[src/rtl/piso_tx_pkg.sv]
// Shared types and constants for the two-requester PISO transmit scheduler.
//   state_e      : scheduler FSM states
//   REQ0 / REQ1  : requester index encodings (also the grant_id values)
//   MAX_GAP      : largest supported inter-frame idle gap
//   GAP_CNT_W    : width of the gap counter
package piso_tx_pkg;

   typedef enum logic [1:0] {
      ST_IDLE  = 2'd0,
      ST_SHIFT = 2'd1,
      ST_GAP   = 2'd2
   } state_e;

   localparam logic        REQ0      = 1'b0;
   localparam logic        REQ1      = 1'b1;
   localparam int unsigned MAX_GAP   = 15;
   localparam int unsigned GAP_CNT_W = 4;

   // One-hot ready vector for a requester index.
   function automatic logic [1:0] req_onehot(input logic idx);
      return (idx == REQ1) ? 2'b10 : 2'b01;
   endfunction

endpackage

[src/rtl/piso_shift_core.sv]
// WIDTH-bit parallel-load, shift-right register; bit 0 is the serial output.
//   clk, reset_n : clock, synchronous active-low reset
//   load         : capture load_data (wins over shift)
//   shift        : shift right by one with zero fill
//   load_data    : parallel word to capture
//   serial       : current LSB
module piso_shift_core #(
   parameter int unsigned WIDTH = 4
) (
   input  logic             clk,
   input  logic             reset_n,
   input  logic             load,
   input  logic             shift,
   input  logic [WIDTH-1:0] load_data,
   output logic             serial
);

   logic [WIDTH-1:0] sh_d;
   logic [WIDTH-1:0] sh_q;

   // Next register value: load, shift or hold.
   always_comb begin
      sh_d = sh_q;
      if (load) begin
         sh_d = load_data;
      end else if (shift) begin
         sh_d = {1'b0, sh_q[WIDTH-1:1]};
      end
   end

   always_ff @(posedge clk) begin
      if (!reset_n) begin
         sh_q <= '0;
      end else begin
         sh_q <= sh_d;
      end
   end

   assign serial = sh_q[0];

endmodule

[src/rtl/piso_tx_scheduler.sv]
// Round-robin scheduler sharing one PISO shift datapath between two requesters.
//   clk, reset_n         : clock, synchronous active-low reset
//   req_valid[1:0]       : requester i has a word
//   req_data0/req_data1  : requester words
//   req_ready[1:0]       : word i accepted this cycle (combinational, one-hot or zero)
//   serial_out           : serial bit, LSB first
//   serial_valid         : serial_out carries frame data
//   frame_start/done     : first / last bit of a frame
//   grant_id             : requester owning the frame in flight
//   busy                 : scheduler not idle
module piso_tx_scheduler
   import piso_tx_pkg::*;
#(
   parameter int unsigned WIDTH = 4,
   parameter int unsigned GAP   = 0
) (
   input  logic             clk,
   input  logic             reset_n,
   input  logic [1:0]       req_valid,
   input  logic [WIDTH-1:0] req_data0,
   input  logic [WIDTH-1:0] req_data1,
   output logic [1:0]       req_ready,
   output logic             serial_out,
   output logic             serial_valid,
   output logic             frame_start,
   output logic             frame_done,
   output logic             grant_id,
   output logic             busy
);

   localparam int unsigned CNT_W   = $clog2(WIDTH);
   localparam int unsigned GAP_EFF = (GAP > MAX_GAP) ? MAX_GAP : GAP;
   localparam logic [CNT_W-1:0]     LAST_BIT = CNT_W'(WIDTH - 1);
   localparam logic [GAP_CNT_W-1:0] GAP_LOAD =
      GAP_CNT_W'((GAP_EFF == 0) ? 0 : GAP_EFF - 1);
   localparam logic GAP_EN = (GAP_EFF != 0);

   state_e                 state_d, state_q;
   logic [CNT_W-1:0]       bit_cnt_d, bit_cnt_q;
   logic [GAP_CNT_W-1:0]   gap_cnt_d, gap_cnt_q;
   logic                   rr_ptr_d, rr_ptr_q;
   logic                   grant_d, grant_q;
   logic                   serial_valid_d, serial_valid_q;
   logic                   frame_start_d, frame_start_q;
   logic                   frame_done_d, frame_done_q;
   logic                   busy_d, busy_q;

   logic                   accept_win;
   logic                   winner;
   logic                   xfer;
   logic                   load;
   logic                   shift;
   logic [WIDTH-1:0]       load_data;

   // Arbiter: a back-to-back reload is only possible on the last bit when no gap is configured.
   always_comb begin
      accept_win = (state_q == ST_IDLE) ||
                   ((state_q == ST_SHIFT) && (bit_cnt_q == LAST_BIT) && !GAP_EN);
      winner     = req_valid[rr_ptr_q] ? rr_ptr_q : ~rr_ptr_q;
      req_ready  = 2'b00;
      if (reset_n && accept_win && (req_valid != 2'b00)) begin
         req_ready = req_onehot(winner);
      end
      xfer       = (req_ready != 2'b00);
   end

   // Next-state, counters and next values of the registered outputs.
   always_comb begin
      state_d        = state_q;
      bit_cnt_d      = bit_cnt_q;
      gap_cnt_d      = gap_cnt_q;
      rr_ptr_d       = rr_ptr_q;
      grant_d        = grant_q;
      load           = 1'b0;
      shift          = 1'b0;
      load_data      = (winner == REQ1) ? req_data1 : req_data0;
      serial_valid_d = 1'b0;
      frame_start_d  = 1'b0;
      frame_done_d   = 1'b0;
      busy_d         = 1'b0;

      case (state_q)
         ST_IDLE: begin
            if (xfer) begin
               state_d = ST_SHIFT;
            end
         end
         ST_SHIFT: begin
            shift     = 1'b1;
            bit_cnt_d = bit_cnt_q + CNT_W'(1);
            if (bit_cnt_q == LAST_BIT) begin
               bit_cnt_d = '0;
               if (xfer) begin
                  state_d = ST_SHIFT;
               end else if (GAP_EN) begin
                  state_d   = ST_GAP;
                  gap_cnt_d = GAP_LOAD;
               end else begin
                  state_d = ST_IDLE;
               end
            end
         end
         ST_GAP: begin
            if (gap_cnt_q == '0) begin
               state_d = ST_IDLE;
            end else begin
               gap_cnt_d = gap_cnt_q - GAP_CNT_W'(1);
            end
         end
         default: begin
            state_d = ST_IDLE;
         end
      endcase

      if (xfer) begin
         load      = 1'b1;
         bit_cnt_d = '0;
         grant_d   = winner;
         rr_ptr_d  = ~winner;
      end

      // Flags registered from the next state so they align with the shifted-out bit.
      serial_valid_d = (state_d == ST_SHIFT);
      frame_start_d  = (state_d == ST_SHIFT) && (bit_cnt_d == '0);
      frame_done_d   = (state_d == ST_SHIFT) && (bit_cnt_d == LAST_BIT);
      busy_d         = (state_d != ST_IDLE);
   end

   always_ff @(posedge clk) begin
      if (!reset_n) begin
         state_q        <= ST_IDLE;
         bit_cnt_q      <= '0;
         gap_cnt_q      <= '0;
         rr_ptr_q       <= REQ0;
         grant_q        <= REQ0;
         serial_valid_q <= 1'b0;
         frame_start_q  <= 1'b0;
         frame_done_q   <= 1'b0;
         busy_q         <= 1'b0;
      end else begin
         state_q        <= state_d;
         bit_cnt_q      <= bit_cnt_d;
         gap_cnt_q      <= gap_cnt_d;
         rr_ptr_q       <= rr_ptr_d;
         grant_q        <= grant_d;
         serial_valid_q <= serial_valid_d;
         frame_start_q  <= frame_start_d;
         frame_done_q   <= frame_done_d;
         busy_q         <= busy_d;
      end
   end

   piso_shift_core #(
      .WIDTH (WIDTH)
   ) u_shift_core (
      .clk       (clk),
      .reset_n   (reset_n),
      .load      (load),
      .shift     (shift),
      .load_data (load_data),
      .serial    (serial_out)
   );

   assign serial_valid = serial_valid_q;
   assign frame_start  = frame_start_q;
   assign frame_done   = frame_done_q;
   assign grant_id     = grant_q;
   assign busy         = busy_q;

endmodule

[config.mk]
export PLATFORM = sky130hd
export DESIGN_NAME = piso_tx_scheduler
export DESIGN_NICKNAME = d
export VERILOG_FILES = /design/src/rtl/piso_tx_pkg.sv /design/src/rtl/piso_shift_core.sv /design/src/rtl/piso_tx_scheduler.sv
export SDC_FILE = /design/constraint.sdc
export NUM_CORES = 1
export LEC_CHECK = 0
export ABC_AREA = 0
export BUFFER_PORTS_ARGS = -buffer_cell sky130_fd_sc_hd__clkbuf_2
export CAP_MARGIN = 15
export CORE_MARGIN = 10
export CORE_UTILIZATION = 40
export CTS_CLUSTER_SIZE = 14
export DETAILED_ROUTE_END_ITERATION = 16
export MAX_ROUTING_LAYER = met4
export PLACE_DENSITY_LB_ADDON = 0.08
export SETUP_SLACK_MARGIN = 0.3
export SLEW_MARGIN = 20
export SYNTH_ARGS = -nofsm -noshare
export SYNTH_HDL_FRONTEND = slang
export SYNTH_HIERARCHICAL = 1
export SYNTH_SLANG_ARGS = --single-unit
[constraint.sdc]
create_clock -name clk -period 1.48 [get_ports clk]
set_clock_uncertainty 0.05 [all_clocks]
set_input_delay 0.222 -clock clk [delete_from_list [all_inputs] [get_ports clk]]
set_output_delay 0.222 -clock clk [all_outputs]
set_load 0.02 [all_outputs]
* Word level (Yosys, flattened, before mapping)
Cells that the tools add are included.
Storage, ports and cells: register bits 18, input port bits 12, output and inout port bits 8, word-level logic and storage cells 53
Cells by class: add/subtract/negate cells 2, $lt $le $gt $ge 1, eq/ne operators 5, muxes and demuxes 18, bitwise logic cells 3, reduce and logical (&&, ||, !) cells 14
Operator list (count):
- $mux W2 | 8
- $mux W4 | 3
- $reduce_bool A2 Y1 | 4
- $eq A2 B2 Y1 const B | 3
- $mux W1 | 6
- $pmux W2 S3 | 1
- $logic_and A1 B1 Y1 | 5
- $eq A2 B1 Y1 const B | 2
- $logic_not A2 Y1 | 2
- $logic_not A4 Y1 | 1
- $sub A4 B1 Y4 const B | 1
- $not A1 Y1 | 3
- $add A2 B1 Y2 const B | 1
- $lt A1 B2 Y1 const B | 1
- $reduce_and A2 Y1 | 1
- $logic_or A1 B1 Y1 | 1

* Longest topological paths before layout
depth after elaboration 12, mapped depth 5, gate-level depth less buffers 5

* Hierarchy
The synthesis kept the hierarchy.
By module, submodules not included:
- piso_tx_scheduler | times used 1, cells each 65, area each 645.6 um2, seq. area each 280.3 um2
- piso_shift_core | times used 1, cells each 16, area each 186.4 um2, seq. area each 80.1 um2

* Least setup slack after synthesis
No wires, ideal clock.
path kind reg-to-output, start register bit_cnt_q[0], end output req_ready[1], data arrival time 1.310 ns, required time 1.208 ns, setup slack -0.102 ns, cell stages (with the launch flop) 4, buffers on the path 0, cell sequence dfxtp_1 ha_1 nor2b_1 nor4_1
On the way: cells in the longest elaborated chain, start to end 6
Ends and longest elaborated chain:
- from (decl) | RTL line piso_tx_scheduler.sv:39 | logic [CNT_W-1:0] bit_cnt_d, bit_cnt_q;
- from (signal assigned) | RTL line piso_tx_scheduler.sv:142 | bit_cnt_q <= bit_cnt_d;
- $eq A2 B2 Y1 | RTL line piso_tx_scheduler.sv:58 | ((state_q == ST_SHIFT) && (bit_cnt_q == LAST_BIT) && !GAP_EN);
- $logic_and A1 B1 Y1 | RTL line piso_tx_scheduler.sv:58
- $logic_or A1 B1 Y1 | RTL line piso_tx_scheduler.sv:57 | accept_win = (state_q == ST_IDLE) ||
- $logic_and A1 B1 Y1 (2 in a row) | RTL line piso_tx_scheduler.sv:61 | if (reset_n && accept_win && (req_valid != 2'b00)) begin
- $mux W2 | RTL line piso_tx_scheduler.sv:61
- to (decl) | RTL line piso_tx_scheduler.sv:22 | output logic [1:0] req_ready,
Every way passes these cells.

* Worst setup path in the final report
start register state_q[1], end output req_ready[1]
On the way: cells in the longest elaborated chain, start to end 6, elaborated cells between the ends (all ways) 7, those cells by class eq/ne: 1; mux: 1; reduce/logical: 5
Ends and longest elaborated chain:
- from (decl) | RTL line piso_tx_scheduler.sv:38 | state_e state_d, state_q;
- from (signal assigned) | RTL line piso_tx_scheduler.sv:141 | state_q <= state_d;
- $eq A2 B1 Y1 | RTL line piso_tx_scheduler.sv:58
- $logic_and A1 B1 Y1 | RTL line piso_tx_scheduler.sv:58
- $logic_or A1 B1 Y1 (*) | RTL line piso_tx_scheduler.sv:57
- $logic_and A1 B1 Y1 (*) (2 in a row) | RTL line piso_tx_scheduler.sv:61
- $mux W2 (*) | RTL line piso_tx_scheduler.sv:61
Every way passes the cells marked *; elsewhere a longest branch is shown, timed or not.

==> metrics.md <==
| Metric | Value |
|---|---|
| RSZ-0062 raised after global routing | `true` |
| Root Driver | `clkbuf_4` |
| Chip height | `about 66 microns` |
| Finish-stage setup viols | `6` |
| Via count of the routed design | `730` |
| Die width | `~66 microns` |
| Num CTS Buffers | `3` |
| Syn Std Cell Area | `~830 sq um` |
| Final Power | `1.05 mW` |
| Clock sinks | `18` |
| Failing checks | `setup timing` |
| EDFF count, synth | `0` |
| Layout cells sized above 1 | `68.0%` |
| Hold WC Path Type | `input pin to flop` |
| Fin. Hold Viols | `0` |
| Routed WL | `2030 microns` |
| Core area | `~0.0020 sq mm` |
| Status | `finished with violations` |
| Core Rows | `16` |
| Initial antenna violation count | `0` |
| Mapped Avg Cell Area | `10.3 sq um` |
| Max Root-Sink Buffers | `2` |
| Die area | `0.00430 sq mm` |
| Asr flop ratio synth | `0%` |
| Worst-path fanout max | `4` |
| Cell area after layout | `about 0.0014 sq mm` |
| Power per cell area | `around 770 mW/mm^2` |
| YS warnings | `6` |
| Residual DRC | `0` |
| Worst setup path category | `flop to output port` |
| Critical Path Sink Type | `output port` |
| WP data required | `between 1 and 1.5 ns` |
| Minimum clock period | `~1.6 ns` |
| Flop-to-flop setup slack | `-0.14 ns` |
| Vias in the first global route | `between 700 and 800` |
| Max-cap viol count | `0` |
| DRT Pass-1 Iters | `4` |
| Distinct cells, synth | `28` |
| Startpoint Class | `flop` |
| Initial core utilization | `~42%` |
| Skew-Pair Late Insertion Delay | `approximately 0.30 ns` |
| DR WL/cell | `between 10 and 15 microns` |
| GRT Util Overall | `around 10%` |
| Filler instances | `173` |
| Fin crit share | `111%` |
| Synth Flop Type | `dfxtp_1` |
| Nets | `140` |
| Max_slew headroom | `between 80% and 90%` |
| WP data arrival | `approximately 1.4 ns` |
| Syn Inst Count | `approximately 80` |
| Achievable Freq | `approximately 0.61 GHz` |
| Starting DRC count in detailed routing | `20` |
| Layout Area Growth over Synthesis | `64.5%` |
| Clk slew on worst S/H paths | `0.11 ns` |
| Worst setup margin | `-0.161 ns` |
| Max H-tree Level | `1` |
| Largest net degree at the start of global routing | `16` |
| Diode count | `0` |
| Cell Count Post-Placement | `approximately 130` |
| Routability cong. | `between 0.7 and 0.8` |
| Vias per inst | `4.80` |
| DRT antenna net count | `0` |
| Port Buf Inserts | `19` |
| HPWL Detailed | `roughly 1400 microns` |
| IO Count | `20` |
| Max rail drop VDD | `~600 uV` |
| Flop and latch count out of synthesis | `18` |
| Seq/Total Area, Yosys | `between 40 and 50%` |
| Clock tree from TritonCTS | `done` |
| Least-Margin Pin Slew | `0.245 ns` |
| Congestion Overflow GR | `0` |
| First-pass GRT wire length | `roughly 3200 microns` |
| Max-slew violations | `0` |
| Syn Nets | `95` |
| Placed instance area | `roughly 0.0011 sq mm` |
| Leakage | `roughly 0.63 nW` |
| Finished Layout Cells | `between 150 and 200` |
-- per-stage QoR --
stage | util (%) | setup slack, ns | setup TNS, ns | hold slack (ns)
2_1_floorplan | - | 0.106 | 0 | 0.308
3_3_place_gp | 56.8 | 0.0186 | 0 | 0.408
3_5_place_dp | 56.8 | -0.0151 | -0.0206 | 0.423
4_1_cts | 62.4 | -0.186 | -0.735 | 0.273
5_1_grt | 69.8 | -0.218 | -0.880 | 0.302
6_report | 69.8 | -0.161 | -0.541 | 0.298
-- critical path: stages, from the launching register on --
cell      delay (ns)
dfxtp_2         0.35
nand2b_4        0.15
buf_4           0.16
nor4_4          0.25
buf_4           0.18
-- routing by layer --
metal	vias up	global-route usage, %	part of all wire (%)
li1	370	-	-
met1	339	10.2	41
met2	19	15.5	50
met3	2	5.59	7.3
met4	0	3.21	0.94
met5	-	-	0
-- kinds of logic after synthesis --
group                      count (synthesis)  synth area share (%)
adders and majority gates                  2                  3.01
and+or+nand+nor                           34                  25.9
xor gates and xnor gates                   1                  1.05
DFF                                       18                  43.3
muxes                                     11                  14.3
buffers and inverters                      3                  1.35
AOI/OAI and AO/OA                         12                  11.1
-- flip-flops by register name, summed over array words and instances (netlist names), 2 cells and up --
register and cells:
state_q 2, gap_cnt_q 4, u_shift_core/sh_q 4, bit_cnt_q 2
-- final cells by class --
class	instances	area [sq um]	share of cell area (%)
sequential	18	374	27.3
multi-input combinational	60	606	44.2
inverter	2	7.51	0.548
tap	27	33.8	2.47
timing repair buffer	41	322	23.5
clock buffer	4	26.3	1.92
-- path summary, 6_finish.rpt --
kind,startpoint,depth (start not counted),endpoint
max,state_q[1],4,req_ready[1]
min,req_data1[2],4,u_shift_core/sh_q[2]
max reg2reg,bit_cnt_q[0],7,u_shift_core/sh_q[3]
min reg2reg,gap_cnt_q[3],2,gap_cnt_q[3]
-- synth_stat cells (2+ instances only) --
cell / n / area [sq um]
nor2_1: 5 / 18.8
nor2b_1: 3 / 18.8
and2_1: 2 / 12.5
mux2_2: 7 / 78.8
a21oi_1: 3 / 15.0
or2b_1: 3 / 22.5
nor4_1: 2 / 12.5
inv_1: 2 / 7.51
ha_1: 2 / 25.0
nand2b_1: 4 / 25.0
a21oi_2: 2 / 17.5
nor3b_1: 2 / 15.0
o211a_1: 4 / 40.0
mux2i_1: 4 / 40.0
nand2_1: 6 / 22.5
dfxtp_1: 18 / 360
-- cells in the final DEF (no fill, tap or decap), types with 2 or more instances in the layout --
cell      instances
buf_4            16
dfxtp_4           2
dfxtp_2           5
nor2b_1           2
ha_4              2
nand2b_1          2
dfxtp_1          11
nand2b_4          3
nor2b_4           2
nor2_1            3
buf_6             5
inv_2             2
nor3b_2           2
o211a_1           4
nand2_2           2
mux2i_1           3
a21oi_4           2
mux2_4            3
and2_4            2
mux2_2            4
clkbuf_2         17
clkbuf_4          3
or2b_1            3
nand2_1           4
a21oi_2           2
-- power by group --
group          internal [mW]  switching [mW]  total, mW
logic                  0.154           0.116      0.270
registers              0.509          0.0163      0.525
clock network          0.105           0.147      0.252
total                  0.768           0.280       1.05
-- repair_timing --
item                       CTS  global route
setup endpoints to repair   16            15
gates resized for setup     13            19
gates cloned                 0             1
setup buffers                6             7
pin swaps                    3            18
hold buffers                 0             0
No activity file was read; power rests on OpenSTA's default activity.
